File: config.mk
export PLATFORM = sky130hd
export DESIGN_NAME = mmio_uart_tx
export DESIGN_NICKNAME = d
export VERILOG_FILES = /design/src/rtl/mmio_uart_tx.sv
export SDC_FILE = /design/constraint.sdc
export NUM_CORES = 1
export LEC_CHECK = 0
export BUFFER_PORTS_ARGS = -buffer_cell sky130_fd_sc_hd__buf_2
export CAP_MARGIN = 30
export CORE_MARGIN = 10
export CORE_UTILIZATION = 36
export DETAILED_ROUTE_END_ITERATION = 10
export PLACE_DENSITY_LB_ADDON = 0.05
export SLEW_MARGIN = 0
export SYNTH_ARGS = -nofsm -noshare
export SYNTH_HDL_FRONTEND = slang
export SYNTH_SLANG_ARGS = --single-unit
File: constraint.sdc
create_clock -name CLK -period 2.1 [get_ports CLK]
set_clock_uncertainty 0.15 [all_clocks]
set_input_delay 0.21 -clock CLK [delete_from_list [all_inputs] [get_ports CLK]]
set_output_delay 0.21 -clock CLK [all_outputs]
set_load 0.02 [all_outputs]
File: src/rtl/mmio_uart_tx.sv
// Debug-console UART transmitter: CPU stores fill a small FIFO, bytes leave as 8N1 frames on tx.
// Back-to-back frames are seamless; a new start bit follows the stop bit with no idle gap.
module mmio_uart_tx #(
  parameter int unsigned CLKS_PER_BIT = 16,
  parameter int unsigned DEPTH        = 4,
  parameter int unsigned DATA_W       = 8
) (
  input  logic                    CLK,
  input  logic                    rst,
  input  logic                    we,
  input  logic [DATA_W-1:0]       wdata,
  output logic                    full,
  output logic                    empty,
  output logic [$clog2(DEPTH):0]  count,
  output logic                    tx,
  output logic                    busy
);

  localparam int unsigned PTR_W = $clog2(DEPTH);
  localparam int unsigned CNT_W = PTR_W + 1;
  localparam int unsigned TMR_W = $clog2(CLKS_PER_BIT);
  localparam int unsigned BIT_W = $clog2(DATA_W);

  typedef enum logic [1:0] {IDLE, START, DATA, STOP} state_t;

  state_t              state_q,   state_d;
  logic [TMR_W-1:0]    timer_q,   timer_d;
  logic [BIT_W-1:0]    bit_idx_q, bit_idx_d;
  logic [DATA_W-1:0]   shift_q,   shift_d;
  logic                tx_q,      tx_d;
  logic [PTR_W-1:0]    wr_ptr_q,  wr_ptr_d;
  logic [PTR_W-1:0]    rd_ptr_q,  rd_ptr_d;
  logic [CNT_W-1:0]    count_q,   count_d;
  logic                full_q,    full_d;
  logic                empty_q,   empty_d;
  logic                busy_q,    busy_d;
  logic [DATA_W-1:0]   mem_q [DEPTH];

  logic wr_en;
  logic pop;
  logic last_tick;

  // FIFO storage carries no reset; the pointers define what is valid.
  always_ff @(posedge CLK) begin
    if (wr_en) begin
      mem_q[wr_ptr_q] <= wdata;
    end
  end

  always_comb begin
    state_d   = state_q;
    timer_d   = timer_q;
    bit_idx_d = bit_idx_q;
    shift_d   = shift_q;
    tx_d      = tx_q;
    pop       = 1'b0;
    wr_en     = we & ~full_q;
    last_tick = (timer_q == TMR_W'(CLKS_PER_BIT - 1));

    case (state_q)
      IDLE: begin
        tx_d = 1'b1;
        if (!empty_q) begin
          pop     = 1'b1;
          shift_d = mem_q[rd_ptr_q];
          timer_d = '0;
          state_d = START;
          tx_d    = 1'b0;
        end
      end
      START: begin
        if (last_tick) begin
          timer_d   = '0;
          bit_idx_d = '0;
          state_d   = DATA;
          tx_d      = shift_q[0];
        end else begin
          timer_d = timer_q + TMR_W'(1);
        end
      end
      DATA: begin
        if (last_tick) begin
          timer_d = '0;
          shift_d = shift_q >> 1;
          if (bit_idx_q == BIT_W'(DATA_W - 1)) begin
            state_d = STOP;
            tx_d    = 1'b1;
          end else begin
            bit_idx_d = bit_idx_q + BIT_W'(1);
            tx_d      = shift_d[0];
          end
        end else begin
          timer_d = timer_q + TMR_W'(1);
        end
      end
      STOP: begin
        if (last_tick) begin
          timer_d = '0;
          if (!empty_q) begin
            pop     = 1'b1;
            shift_d = mem_q[rd_ptr_q];
            state_d = START;
            tx_d    = 1'b0;
          end else begin
            state_d = IDLE;
            tx_d    = 1'b1;
          end
        end else begin
          timer_d = timer_q + TMR_W'(1);
        end
      end
      default: begin
        state_d = IDLE;
        tx_d    = 1'b1;
      end
    endcase

    // Occupancy bookkeeping; a same-edge write and pop leave count unchanged.
    wr_ptr_d = wr_ptr_q + PTR_W'(wr_en);
    rd_ptr_d = rd_ptr_q + PTR_W'(pop);
    count_d  = count_q;
    if (wr_en && !pop) begin
      count_d = count_q + CNT_W'(1);
    end else if (!wr_en && pop) begin
      count_d = count_q - CNT_W'(1);
    end
    full_d  = (count_d == CNT_W'(DEPTH));
    empty_d = (count_d == '0);
    busy_d  = (state_d != IDLE) | ~empty_d;
  end

  always_ff @(posedge CLK or negedge rst) begin
    if (!rst) begin
      state_q   <= IDLE;
      timer_q   <= '0;
      bit_idx_q <= '0;
      shift_q   <= '0;
      tx_q      <= 1'b1;
      wr_ptr_q  <= '0;
      rd_ptr_q  <= '0;
      count_q   <= '0;
      full_q    <= 1'b0;
      empty_q   <= 1'b1;
      busy_q    <= 1'b0;
    end else begin
      state_q   <= state_d;
      timer_q   <= timer_d;
      bit_idx_q <= bit_idx_d;
      shift_q   <= shift_d;
      tx_q      <= tx_d;
      wr_ptr_q  <= wr_ptr_d;
      rd_ptr_q  <= rd_ptr_d;
      count_q   <= count_d;
      full_q    <= full_d;
      empty_q   <= empty_d;
      busy_q    <= busy_d;
    end
  end

  assign full  = full_q;
  assign empty = empty_q;
  assign count = count_q;
  assign tx    = tx_q;
  assign busy  = busy_q;

endmodule
# After elaboration in Yosys (flattened, before gate mapping)

Memories as Yosys holds them, arrays and structs flattened.
Cells that the tools add are included.

$add $sub $neg: 6
$mul: 0
Divide/modulo/power cells: 0
Order comparisons: 0
Equality and inequality tests: 11
Shifts and indexed selects: 0
Multiplexer cells: 31
Bitwise logic cells: 4
Reduce and logical (&&, ||, !) cells: 13

Operators by type and width:

| cell                                             | count |
|---|---|
| 2-to-1 mux 8 bit                                 | 3 |
| case mux 8 bit (3 select lines)                  | 1 |
| 2-to-1 mux 3 bit                                 | 5 |
| 2-to-1 mux 1 bit                                 | 10 |
| 2-to-1 mux 2 bit                                 | 5 |
| inequality test 2 bit, second input constant     | 5 |
| 2-to-1 mux 4 bit                                 | 2 |
| case mux 2 bit (4 select lines)                  | 1 |
| case mux 4 bit (2 select lines)                  | 1 |
| adder 3 x 1 -> 3 bit, second input constant      | 2 |
| == test 3 bit, second input constant             | 2 |
| case mux 3 bit (2 select lines)                  | 1 |
| AND reduction 3 bit                              | 2 |
| adder 2 x 1 -> 2 bit                             | 2 |
| adder 4 x 1 -> 4 bit, second input constant      | 1 |
| == test 2 bit, second input constant             | 2 |
| == test 4 bit, second input constant             | 1 |
| case mux 1 bit (4 select lines)                  | 1 |
| AND reduction 4 bit                              | 1 |
| nonzero test 2 bit                               | 2 |
| zero test 3 bit                                  | 1 |
| nonzero test 3 bit                               | 1 |
| OR reduction 3 bit                               | 1 |
| subtractor 3 x 1 -> 3 bit, second input constant | 1 |
| 8 further kinds                                  | 11 |

Register bits after elaboration: 28
Latch bits: 0
Memory bits (writable): 32
ROM bits: 0
Input port bits: 11
Output and inout port bits: 7
Word-level logic and storage cells: 77
Memories: 1

Memories:

| memory | depth | width | read ports | clocked after memory_dff | wr ports | line | source |
|---|---|---|---|---|---|---|---|
| mem_q  | 4     | 8     | 1          | 0                        | 1        | 37   | `logic [DATA_W-1:0] mem_q [DEPTH];` |

# Depth between registers and ports, before layout

Depth after elaboration: 9
Mapped depth: 9
Mapped depth without buffers: 8

# Least setup slack after synthesis

OpenSTA, ideal clock, no wires.

Kind: reg-to-reg
Start: reg timer_q[0]
End: reg busy_q (netlist: busy)
Setup time: 0.138 ns
Arrival: 1.982 ns
Required time: 1.812 ns
Path slack: -0.171 ns
Stages on the path, launching flop included: 8
Buffers on the path: 0
Clock period less this slack: 2.271 ns
Cell sequence: dfrtp_1 ha_1 a41o_1 a21o_2 o2bb2ai_2 xnor2_2 inv_2 or4_1

Word-level cells in the longest chain between the ends: 9
Elaborated cells between the ends (all ways): 16
Those cells by class: eq/ne (1); mux (8); bitwise (2); reduce/logical (5)

Ends and longest elaborated chain:

| item                                                  | line     | source |
|---|---|---|
| start, declared                                       | 27       | `logic [TMR_W-1:0] timer_q, timer_d;` |
| start signal, assigned                                | 147      | `timer_q <= timer_d;` |
| == test 4 bit *                                       | 58       | `last_tick = (timer_q == TMR_W'(CLKS_PER_BIT - 1));` |
| 2-to-1 mux 1 bit *                                    | 97       | `if (last_tick) begin` |
| case mux 1 bit (2 select lines) *                     | 60       | `case (state_q)` |
| logical AND 1 bit or zero test 1 bit (tied branches)  | 124, 122 |  |
| 2-to-1 mux 3 bit or logical AND 1 bit (tied branches) | 124, 122 |  |
| 2-to-1 mux 3 bit *                                    | 122      | `if (wr_en && !pop) begin` |
| net count_d[2]                                        | 33       | `logic [CNT_W-1:0] count_q, count_d;` |
| zero test 3 bit *                                     | 128      | `empty_d = (count_d == '0);` |
| inverter 1 bit *                                      | 129      | `busy_d = (state_d != IDLE) \| ~empty_d;` |
| OR 1 bit *                                            | 129      |  |
| net busy_d                                            | 36       | `logic busy_q, busy_d;` |
| end signal, assigned                                  | 156      | `busy_q <= busy_d;` |
| end, declared                                         | 36       |  |

Mark *: on every way through the listed nets, which the timed path passes. The rest lies on a longest branch.
A chain may end at the register's enable or synchronous reset.

# Worst setup path in the final report

Ends and elaborated chain as after synthesis.

==> results.md <==
* Sequential power share at 47.5%
* Commonest non-fill, non-tap cell in the layout: edfxtp_1
* CP Capture Type: flip-flop
* Clk pwr share at 31.3%
* Worst-Margin Slew at 0.645 ns
* CP Launch Type: flip-flop
* All-Layer GR Usage at 9.86%
* Synth top area cells: edfxtp_1, dfrtp_1, mux4_2
* Min Hold Slack at 0.277 ns
* GR Overflow Total at 0
* Drt wl/cell at 14.5 um
* Average size of a mapped cell at 13.7 um2
* TritonCTS Buffers at 9
* Most frequent cells in the layout: edfxtp_1, buf_4, dfrtp_1
* Cell-internal power at 2.32 mW
* Final Wtd Congestion at 0.772
* Hold Path Depth at 5
* Switching pwr at 966 uW
* Die Wd at 106 um
* Peak supply drop at 0.543 mV
* IO buf count at 17
* Top cell type's share of synthesized area at 36.0%
* # IOs at 18
* Setup TNS at -0.0830 ns
* Htree depth at 3
* Rel. slew slack at 57.0%
* Maximum clock path buffer count at 2
* Ys async rst share at 46.7%
* Cells on worst reg2reg path at 7
* Number of global-route vias before repair at 1766
* Worst r2r src: timer_q[0]
* Cell taking the most area after synthesis: edfxtp_1
* Nets at 274
* Fmax at 0.458 GHz
* Yosys cell types at 44
* TritonRoute pass-1 iters at 4
* Sinks on Clock Net at 60
* Initial antenna violation count at 0
* Synth Flop Type: edfxtp_1
* Tcrit/Tclk final at 104%
* RSZ-0062 raised after global routing: yes
* R2r endpoint: busy
* # Max-Cap Violations at 0
* Hold_sp: we
* Hold EP: wr_ptr_q[0]
* Post-Syn Nets at 218
* First-pass GRT wire length at 8.70 mm
* Setup ws final at -0.0830 ns
* Root Buffer: clkbuf_8
* YS warnings at 0
* Sw Share at 29.4%
* # rows at 31
* Number of flops mapped to enable cells by yosys at 32
* Flops & latches, synth at 60
* Finish-stage setup viols at 1
* Clk slew on worst S/H paths at 0.07 ns
* Total Wirelength at 5.14 mm
* Critical path type: reg -> reg
* Clk_lat worst skew at 0.33 ns
* Combinational cell fraction of total power at 21.2%
* Via/cell ratio at 4.84
* Hold Path Class: in -> reg
* DP Wirelength at 3.70 mm
* N_diodes at 0
* Initial Utilization at 37.0%
* Post-route antenna net violation count at 0
* DIE AREA at 11300 um2
* Layout cells sized above 1 at 33.6%
* Failing checks: setup timing
* R2r setup slk at -0.08 ns
* Sequential element share of the synthesized area at 62.3%
* Synthesized netlist cell count at 195
* WP data arrival at 2.24 ns
* Iteration-0 DRC count of the detailed router at 55
* Area Overhead vs Synth at 26.7%
* Vias at 1719
* Final Max Tran Viols at 0
* Die Ht at 106 um
* Status: finished, violations left
* Tmin final at 2.18 ns
* Post-Syn Area at 2670 um2
* PwrDens at 972 nW/um2
* Hold Fails Final Rpt at 0
* Core Area at 7210 um2
* CTS tree: built
* Drt drc at 0
* Leak at 1.37 nW
* CP required at 2.16 ns
* Largest net degree at the start of global routing at 29
* Crit Path Max Fanout at 4
repair_timing:
| action | 4_1_cts | 5_1_grt |
|---|---|---|
| setup endpoints to repair | 1 | 1 |
| endpoints found under the hold margin | 58 | 0 |
| gates resized for setup | 1 | 2 |
| buffers inserted | 1 | 0 |
| hold buffers | 9 | 0 |
| pin swaps | 3 | 2 |
cell usage after synthesis, drive strengths merged, types with 3 or more instances:
cell type  number
ha             12
mux4            8
clkbuf          6
inv            10
nor2           17
dfrtp          26
edfxtp         32
nor3            3
a21oi          11
nand2          11
nand3           4
mux2i           8
and3            3
o21ai          10
power groups by stage:
| stage | Sequential (mW) | Clock, mW | Combinational, mW |
|---|---|---|---|
| finish | 1.56 | 1.03 | 0.698 |
| global route | 1.58 | 1.13 | 0.774 |
| CTS | 1.56 | 1.06 | 0.714 |
| detailed placement | 1.58 | 0 | 0.698 |
| global placement | 1.58 | 0 | 0.685 |
| floorplan | 1.64 | 0 | 0.344 |
routing by layer:
metal,track usage [%],wire length [um],part of all wire (%)
met1,12.4,2450,48
met2,15.2,2410,47
met3,2.48,140,2.7
met4,5.51,129,2.5
met5,0,0,0
worst max-delay path by stage:
stage	start	endpoint	slack, ns	cells after the start
2_1_floorplan	timer_q[0]	busy	-0.08	7
3_3_place_gp	state_q[0]	busy	-0.07	8
3_5_place_dp	state_q[1]	busy	-0.13	8
4_1_cts	state_q[0]	busy	-0.12	7
5_1_grt	timer_q[0]	busy	-0.18	7
6_report	timer_q[0]	busy	-0.08	7
state kept, by name (all words and copies together), names as in the netlist:
name and count:
bit_idx_q 3, busy 1, count 3, empty 1
full 1, mem_q 32, rd_ptr_q 2, shift_q 8
state_q 2, timer_q 4, tx 1, wr_ptr_q 2
cells by family (layout without fill, tap and decap cells):
group | after synthesis | in the layout | share of synthesized area (%)
mux | 17 | 17 | 10.2
flops | 60 | 60 | 62.3
compound gates | 37 | 37 | 9.14
fa+ha+maj | 12 | 12 | 5.62
xor+xnor | 4 | 4 | 1.59
simple gates | 47 | 47 | 8.53
buf+inv | 18 | 79 | 2.62
cell type report:
cell class                      instances  area [um2]
Fill cell                             681        3830
Sequential cell                        60        1660
Multi-Input combinational cell        117         980
Timing Repair Buffer                   53         378
Clock buffer                            9         124
Tap cell                               99         124
Clock inverter                          7        75.1
Inverter                               10        37.5
through the flow:
step                cells  util [%]  total power, mW  setup slack, ns  instance area (um2)
detailed placement    329      42.5             2.28           -0.127                 3060
global placement      329      42.5             2.26          -0.0740                 3060
global route          355      46.9             3.48           -0.182                 3380
floorplan             195         -             1.98          -0.0798                 2690
CTS                   355      46.7             3.34           -0.118                 3370
finish                355      46.9             3.29          -0.0830                 3380
critical path, stage by stage, from the launching register on:
cell and delay [ns]:
dfrtp_1 0.39, ha_2 0.21, a41o_1 0.28, a21o_2 0.22, o2bb2ai_4 0.13, xnor2_2 0.13, inv_2 0.05, or4_1 0.50
Power figures use the tool's default switching activity.
